$ cat config.mk
export PLATFORM = sky130hd
export DESIGN_NAME = instr_encoder
export DESIGN_NICKNAME = d
export VERILOG_FILES = /design/src/rtl/instr_encoder.sv
export SDC_FILE = /design/constraint.sdc
export NUM_CORES = 1
export LEC_CHECK = 0
export CAP_MARGIN = 20
export CORE_ASPECT_RATIO = 0.8
export CORE_MARGIN = 2
export CORE_UTILIZATION = 50
export DETAILED_ROUTE_END_ITERATION = 10
export PLACE_DENSITY = 0.83
export SYNTH_ARGS = -nofsm -noshare
export SYNTH_HDL_FRONTEND = slang
export SYNTH_SLANG_ARGS = --single-unit
$ cat constraint.sdc
create_clock -name clk -period 6.7 [get_ports clk]
set_clock_uncertainty 0.2 [all_clocks]
set_input_delay 0.67 -clock clk [delete_from_list [all_inputs] [get_ports clk]]
set_output_delay 0.67 -clock clk [all_outputs]
set_load 0.01 [all_outputs]
$ cat src/rtl/instr_encoder.sv
// Encodes structured op requests (ADD/SUB/OR/AND/ADDI/LW/SW/BEQ) into RV32I words with instruction-memory byte addresses.
// Latency: 1 cycle from request accept to out_valid; illegal requests pulse err one cycle after accept.
// Backpressure: single output register; in_ready drops while a beat is held, or while the address counter is being loaded.
module instr_encoder #(
    parameter int unsigned ADDR_W    = 32,
    parameter logic [ADDR_W-1:0] BASE_ADDR = '0,
    parameter int unsigned ERR_CNT_W = 8
) (
    input  logic                 clk,
    input  logic                 rst,
    input  logic                 in_valid,
    output logic                 in_ready,
    input  logic [3:0]           op_sel,
    input  logic [4:0]           rd,
    input  logic [4:0]           rs1,
    input  logic [4:0]           rs2,
    input  logic [31:0]          imm,
    input  logic                 addr_load,
    input  logic [ADDR_W-1:0]    addr_load_val,
    output logic                 out_valid,
    input  logic                 out_ready,
    output logic [31:0]          out_instr,
    output logic [ADDR_W-1:0]    out_addr,
    output logic                 err,
    output logic [ERR_CNT_W-1:0] err_count
);

    localparam logic [3:0] OP_ADD  = 4'd0;
    localparam logic [3:0] OP_SUB  = 4'd1;
    localparam logic [3:0] OP_OR   = 4'd2;
    localparam logic [3:0] OP_AND  = 4'd3;
    localparam logic [3:0] OP_ADDI = 4'd4;
    localparam logic [3:0] OP_LW   = 4'd5;
    localparam logic [3:0] OP_SW   = 4'd6;
    localparam logic [3:0] OP_BEQ  = 4'd7;

    localparam logic [6:0] OPC_R    = 7'b0110011;
    localparam logic [6:0] OPC_IMM  = 7'b0010011;
    localparam logic [6:0] OPC_LOAD = 7'b0000011;
    localparam logic [6:0] OPC_STOR = 7'b0100011;
    localparam logic [6:0] OPC_BR   = 7'b1100011;

    localparam logic [ADDR_W-1:0] ADDR_STEP = ADDR_W'(4);

    logic [ADDR_W-1:0] addr_cnt;
    logic [31:0]       enc_instr;
    logic              enc_legal;
    logic              imm12_ok;
    logic              imm13_ok;
    logic              accept;

    assign in_ready = !addr_load && (!out_valid || out_ready);
    assign accept   = in_valid && in_ready;

    // Sign-extension of the upper bits must be uniform for the value to fit the field.
    assign imm12_ok = (imm[31:11] == '0) || (imm[31:11] == '1);
    assign imm13_ok = ((imm[31:12] == '0) || (imm[31:12] == '1)) && !imm[0];

    always_comb begin
        enc_instr = '0;
        enc_legal = 1'b0;
        case (op_sel)
            OP_ADD: begin
                enc_instr = {7'b0000000, rs2, rs1, 3'b000, rd, OPC_R};
                enc_legal = 1'b1;
            end
            OP_SUB: begin
                enc_instr = {7'b0100000, rs2, rs1, 3'b000, rd, OPC_R};
                enc_legal = 1'b1;
            end
            OP_OR: begin
                enc_instr = {7'b0000000, rs2, rs1, 3'b110, rd, OPC_R};
                enc_legal = 1'b1;
            end
            OP_AND: begin
                enc_instr = {7'b0000000, rs2, rs1, 3'b111, rd, OPC_R};
                enc_legal = 1'b1;
            end
            OP_ADDI: begin
                enc_instr = {imm[11:0], rs1, 3'b000, rd, OPC_IMM};
                enc_legal = imm12_ok;
            end
            OP_LW: begin
                enc_instr = {imm[11:0], rs1, 3'b010, rd, OPC_LOAD};
                enc_legal = imm12_ok;
            end
            OP_SW: begin
                enc_instr = {imm[11:5], rs2, rs1, 3'b010, imm[4:0], OPC_STOR};
                enc_legal = imm12_ok;
            end
            OP_BEQ: begin
                enc_instr = {imm[12], imm[10:5], rs2, rs1, 3'b000, imm[4:1], imm[11], OPC_BR};
                enc_legal = imm13_ok;
            end
            default: begin
                enc_instr = '0;
                enc_legal = 1'b0;
            end
        endcase
    end

    always_ff @(posedge clk) begin
        if (rst) begin
            out_valid <= 1'b0;
            out_instr <= '0;
            out_addr  <= '0;
            err       <= 1'b0;
            err_count <= '0;
            addr_cnt  <= BASE_ADDR;
        end else begin
            err <= accept && !enc_legal;
            if (accept && !enc_legal && (err_count != {ERR_CNT_W{1'b1}})) begin
                err_count <= err_count + 1'b1;
            end

            if (accept && enc_legal) begin
                out_valid <= 1'b1;
                out_instr <= enc_instr;
                out_addr  <= addr_cnt;
                addr_cnt  <= addr_cnt + ADDR_STEP;
            end else if (out_ready) begin
                out_valid <= 1'b0;
            end

            // accept is blocked while loading, so the two counter updates never collide.
            if (addr_load) begin
                addr_cnt <= addr_load_val;
            end
        end
    end

endmodule

==> impl_metrics.tcl, run 1 <==
set metrics [dict create \
    grt_start_max_net_pins 109 \
    dpl.hpwl_mm 10.1 \
    placed_area_um2 6710 \
    finalCritPeriodShare_pct 57.2 \
    max-clock-path-buffers 2 \
    drc 0 \
    arrival_ns 3.84 \
    clock.fmax_mhz 261 \
    grt_usage_pct 27.5 \
    wl_per_cell_um 17.2 \
    drt-initial-drc-count 585 \
    postCtsHoldBufs 0 \
    areaGrowthSynthToFinish_pct 37.0 \
    hold_path.class "register to register" \
    synthCells 634 \
    vias 5506 \
    worstReg2RegStart "out_valid" \
    powerDensity_nw_per_um2 193 \
    gr-total-overflow 0 \
    maxSlewViolCount 0 \
    rows 33 \
    startpoint_type "input pin" \
    finalWeightedCongestion 0.828 \
    cp-startpoint "op_sel[3]" \
    vias_per_cell 6.15 \
    syn_area_um2 5120 \
    status "finished, final reports clean" \
    clk_pin_slew_worst_paths_ns 0.07 \
    final_area_um2 7020 \
    tns_ns 0 \
    rsz0062_at_grt "no" \
    finalWorstPathRequiredPeriod_ns 3.83 \
    r2r_cells 6 \
    cts_tree "done" \
    final_nets 840 \
    synth_area_leaders "dfxtp_1 (40%), a21oi_1 (6.8%), o21ai_0 (5.8%)" \
    path_max_fanout 59 \
    die_h_um 94.5 \
    worst_pin_slew_ns 1.11 \
    regToRegSetupSlack_ns 3.57 \
    synth_top_cell_by_area "dfxtp_1" \
    ys_async_sr_fraction_pct 0 \
    cts_num_sinks 103 \
    start_util_pct 50.6 \
    hold_path_depth 2 \
    required_ns 6.71 \
    portBuffers 160 \
    grt_pass1_wl_mm 24.4 \
    maxCapViolations 0 \
    insertion_delay_ns 0.35 \
    ctsResizeCount 0 \
    drt-pass1-iter-count 5 \
    cp-end-kind "register" \
    cts_made_buffers 9 \
    wl_mm 15.4 \
    ant_nets 0 \
    yosysTopAreaCellShare_pct 40.3 \
    hold_path_startpoint "addr_cnt[0]" \
    synth.avg_cell_area_um2 8.08 \
    p_total_mw 1.36 \
    yosysUniqueCellTypes 56 \
    antenna_found_initial 0 \
    finalNonFillerCells 895 \
    synth-edff-count 0 \
    post-place-cells 879 \
    die_area_um2 11100 \
    hold_viol_final 0 \
    ys.flop_type "dfxtp_1" \
    htree_levels 3 \
    vdd_drop_max_v 0.000111 \
    yosys_warnings 0 \
    die_w_um 117 \
    antenna_cells 0 \
    path_class "input pin to register" \
    synth_sequential_area_ratio_pct 40.3 \
    cts-root-buf "clkbuf_16" \
    slew_headroom_pct 26.3 \
    final_core_util_pct 69.4 \
    grt_pass1_vias 4949 \
    core-area_um2 10100 \
    holdWs_ns 0.263 \
    ys_seq_elements 103 \
    drive_gt1_share_pct 5.30 \
    final.setup.worst_slack_ns 2.87 \
    p_leak_nw 2.26 \
    dp_slack_ns 2.54 \
    pin_count 163 \
    postCtsSetupRepairBufs 0 \
    final-setup-viol-count 0 \
]
[cell families (layout without fill, tap and decap cells)]
family          after synthesis  in the layout  share of synthesized area (%)
simple gates                237            237                           25.9
compound gates              204            204                           24.8
flops                       103            103                           40.3
buf+inv                      75            195                           6.08
mux                          11             11                           2.22
fa+ha+maj                     2              2                          0.488
other cells                   1              2                         0.0732
xor+xnor                      1              1                          0.171
[area by class of cell]
cell class,instances,area [µm²]
repair buffers,168,1660
fillers,826,3100
inverters,11,41.3
multi-input cells,457,2780
clock buffers,12,246
well taps,140,175
clock inverters,4,55.1
flip-flops and latches,103,2060
[routing by layer]
metal / up-vias / routed length (µm) / GRT usage [%] / part of all wire [%]
met3: 27 / 1130 / 7.51 / 7.3
li1: 2637 / - / - / -
met1: 2625 / 6850 / 38.3 / 45
met5: - / 0 / 0 / 0
met2: 217 / 7180 / 42.0 / 47
met4: 0 / 216 / 7.75 / 1.4
[sequential cells by signal (all words and copies together), names as in the netlist]
signal     cells
addr_cnt      32
err            1
err_count      8
out_addr      32
out_instr     29
out_valid      1
[critical path, cell delays in order]
cell,delay [ns]
clkdlybuf4s50_1,0.79
nand2b_1,0.23
o21bai_1,0.08
a31oi_1,0.34
a211o_2,0.62
buf_4,0.57
nor3_1,0.09
a2111oi_0,0.41
[worst paths after layout]
kind	end
worst max register to register	out_instr[24]
worst max-delay path	addr_cnt[3]
worst min-delay path	out_addr[0]
worst min register to register	out_addr[0]
[layout by cell type (no fill, tap or decap), types with 5 or more instances in the layout]
cell / instances
mux2i_1: 8
a311oi_1: 15
buf_4: 9
a31oi_1: 6
nor4_1: 8
inv_1: 11
and2_1: 6
nor2b_1: 5
nand4_1: 22
a221o_1: 5
o31ai_1: 15
nor3_1: 7
a2111oi_0: 6
nor2_1: 34
clkbuf_16: 9
and4_1: 5
nand2_1: 30
or4_1: 25
and3_1: 6
o311ai_0: 8
o21ai_0: 59
clkdlybuf4s50_1: 159
nand2b_1: 8
or3_1: 6
nand3_1: 56
a21oi_1: 70
dfxtp_1: 103
[where the power goes]
group | switching, mW | internal, mW | total [mW]
registers | 0.0192 | 0.629 | 0.649
logic | 0.0918 | 0.0818 | 0.174
clock network | 0.232 | 0.302 | 0.534
total | 0.343 | 1.01 | 1.36
[synthesized netlist by cell type, types with 7 or more instances]
master	instances
dfxtp_1	103
a21oi_1	70
o21ai_0	59
nand3_1	56
clkbuf_1	47
nor2_1	35
nand2_1	31
or4_1	25
nand4_1	22
a311oi_1	15
o31ai_1	15
inv_1	11
buf_2	8
mux2i_1	8
nand2b_1	8
nor4_1	8
o311ai_0	8
nor3_1	7
(Power assumes the default switching activity.)
==> inputs of run 2 (changes only) <==
- CORE_UTILIZATION: 50 -> 42
- PLACE_DENSITY: 0.83 -> 0.75
- clock period: 6.7 -> 3.45 ns (I/O delays scaled with it)
==> run 2 against run 1 <==
First-iteration DRC count increased by 5.1%. Global-route usage shrank 3.7 points. Cell area increased by 1.4%.
==> impl_metrics.tcl, run 2 (synthesized netlist as in run 1, its figures left out) <==
set metrics [dict create \
    regToRegSetupSlack_ns 0.82 \
    arrival_ns 2.94 \
    cp-end-kind "register" \
    met1_usage_pct 33.6 \
    final_core_util_pct 59.1 \
    clock.fmax_mhz 341 \
    cp_cell_sequence "clkdlybuf4s50_1 -> nand4_1 -> nor3_1 -> o211ai_1 -> a211o_2 -> buf_12 -> or3_1 -> a2111oi_0" \
    slowest_delay_ns 0.51 \
    gr-total-overflow 0 \
    final-setup-viol-count 0 \
    die_w_um 127 \
    grt_usage_pct 23.9 \
    status "finished, final reports clean" \
    dpl.hpwl_mm 10.9 \
    clk_pin_slew_worst_paths_ns 0.07 \
    met3_usage_pct 4.46 \
    tns_ns 0 \
    nFillCells 1041 \
    cts_num_sinks 103 \
    vias_per_cell 6.07 \
    rows 36 \
    drt-initial-drc-count 615 \
    antenna_cells 0 \
    crit_buf_inv 2 \
    die_area_um2 13100 \
    antenna_found_initial 0 \
    postCtsHoldBufs 0 \
    required_ns 3.45 \
    slew_headroom_pct 28.2 \
    crit_family "compound AO/OA/AOI/OAI gates" \
    reg.largest.list "addr_cnt x32, out_addr x32, out_instr x29" \
    multiInputGateArea_um2 2780 \
    htree_levels 3 \
    top_usage_layer "met2" \
    vias 5564 \
    drt-pass1-iter-count 5 \
    insertion_delay_ns 0.35 \
    cts-root-buf "clkbuf_16" \
    cp_slowest_cell "clkdlybuf4s50_1" \
    mostFrequentLayoutCell "clkdlybuf4s50_1" \
    final_cell_mix "clkdlybuf4s50_1 (159), dfxtp_1 (103), a21oi_1 (70)" \
    grt_pass1_vias 5069 \
    hold_viol_final 0 \
    hold_path.class "register to register" \
    wl_mm 16.2 \
    p_leak_nw 2.32 \
    wl_per_cell_um 17.7 \
    ctsResizeCount 0 \
    cts_made_buffers 9 \
    maxCapViolations 0 \
    maxSlewViolCount 0 \
    pin_count 163 \
    ant_nets 0 \
    final.setup.worst_slack_ns 0.516 \
    path_max_fanout 69 \
    final_nets 849 \
    worst_pin_slew_ns 1.08 \
    vdd_drop_max_v 0.000245 \
    portBuffers 160 \
    rsz0062_at_grt "no" \
    start_util_pct 42.6 \
    finalCritPeriodShare_pct 85.0 \
    finalWeightedCongestion 0.858 \
    grt_start_max_net_pins 109 \
    grt_pass1_wl_mm 25.5 \
    gr-usage-met2_pct 38.0 \
    max-clock-path-buffers 2 \
    core-area_um2 12000 \
    startpoint_type "input pin" \
    path_class "input pin to register" \
    die_h_um 103 \
    drive_gt1_share_pct 6.68 \
    areaGrowthSynthToFinish_pct 38.8 \
    drc 0 \
    powerDensity_nw_per_um2 368 \
    finalWorstPathRequiredPeriod_ns 2.93 \
    p_total_mw 2.62 \
    dp_slack_ns 0.168 \
    holdWs_ns 0.276 \
    seq_area_um2 2060 \
    cts_tree "done" \
    postCtsSetupRepairBufs 0 \
]
## run 2: cell types whose count changed in the layout (fill, tap and decap cells not counted), sizes merged
cell	delta
bufinv	-1
clkinv	+2
inv	+3
clkbuf	-3
buf	+9
clkinvlp	-1
## run 2: stage by stage
stage / std cells / area, µm²
after floorplan: 635 / 5130
after global placement: 900 / 6820
after detailed placement: 900 / 6820
after CTS: 916 / 7110
after global routing: 916 / 7110
final: 916 / 7110
## run 2: path summary, 6_finish.rpt
check / cells after the start / start / endpoint
min reg2reg: 2 / out_addr[11] / out_addr[11]
max reg2reg: 8 / addr_cnt[3] / addr_cnt[26]
min: 2 / out_addr[11] / out_addr[11]
max: 8 / imm[27] / addr_cnt[18]
## run 2: power by group
part / internal [mW] / switching (mW) / total (mW) / leakage (nW)
clock network: 0.508 / 0.496 / 1.00 / 0.145
logic: 0.168 / 0.186 / 0.353 / 1.34
registers: 1.22 / 0.0386 / 1.26 / 0.838
## run 2: final cells by class
cell class                      count  area share [%]
Multi-Input combinational cell    457            39.0
Sequential cell                   103            29.0
Timing Repair Buffer              177            24.6
Clock buffer                        9            3.17
Tap cell                          152            2.67
Clock inverter                      7           0.915
Inverter                           11           0.581
## run 2: layer usage
metal | share of wire (%) | up-vias
met5 | 0 | -
met4 | 1.4 | 0
met3 | 6.0 | 33
met2 | 47 | 234
met1 | 45 | 2642
li1 | - | 2655
## run 2: worst register-to-register path, stage by stage, from the launching register on
cell	delay, ns
dfxtp_1	0.44
ha_1	0.24
nand3_1	0.17
nor3_2	0.21
buf_4	0.17
nand2_1	0.12
or3_1	0.34
or4_1	0.40
a311oi_1	0.24
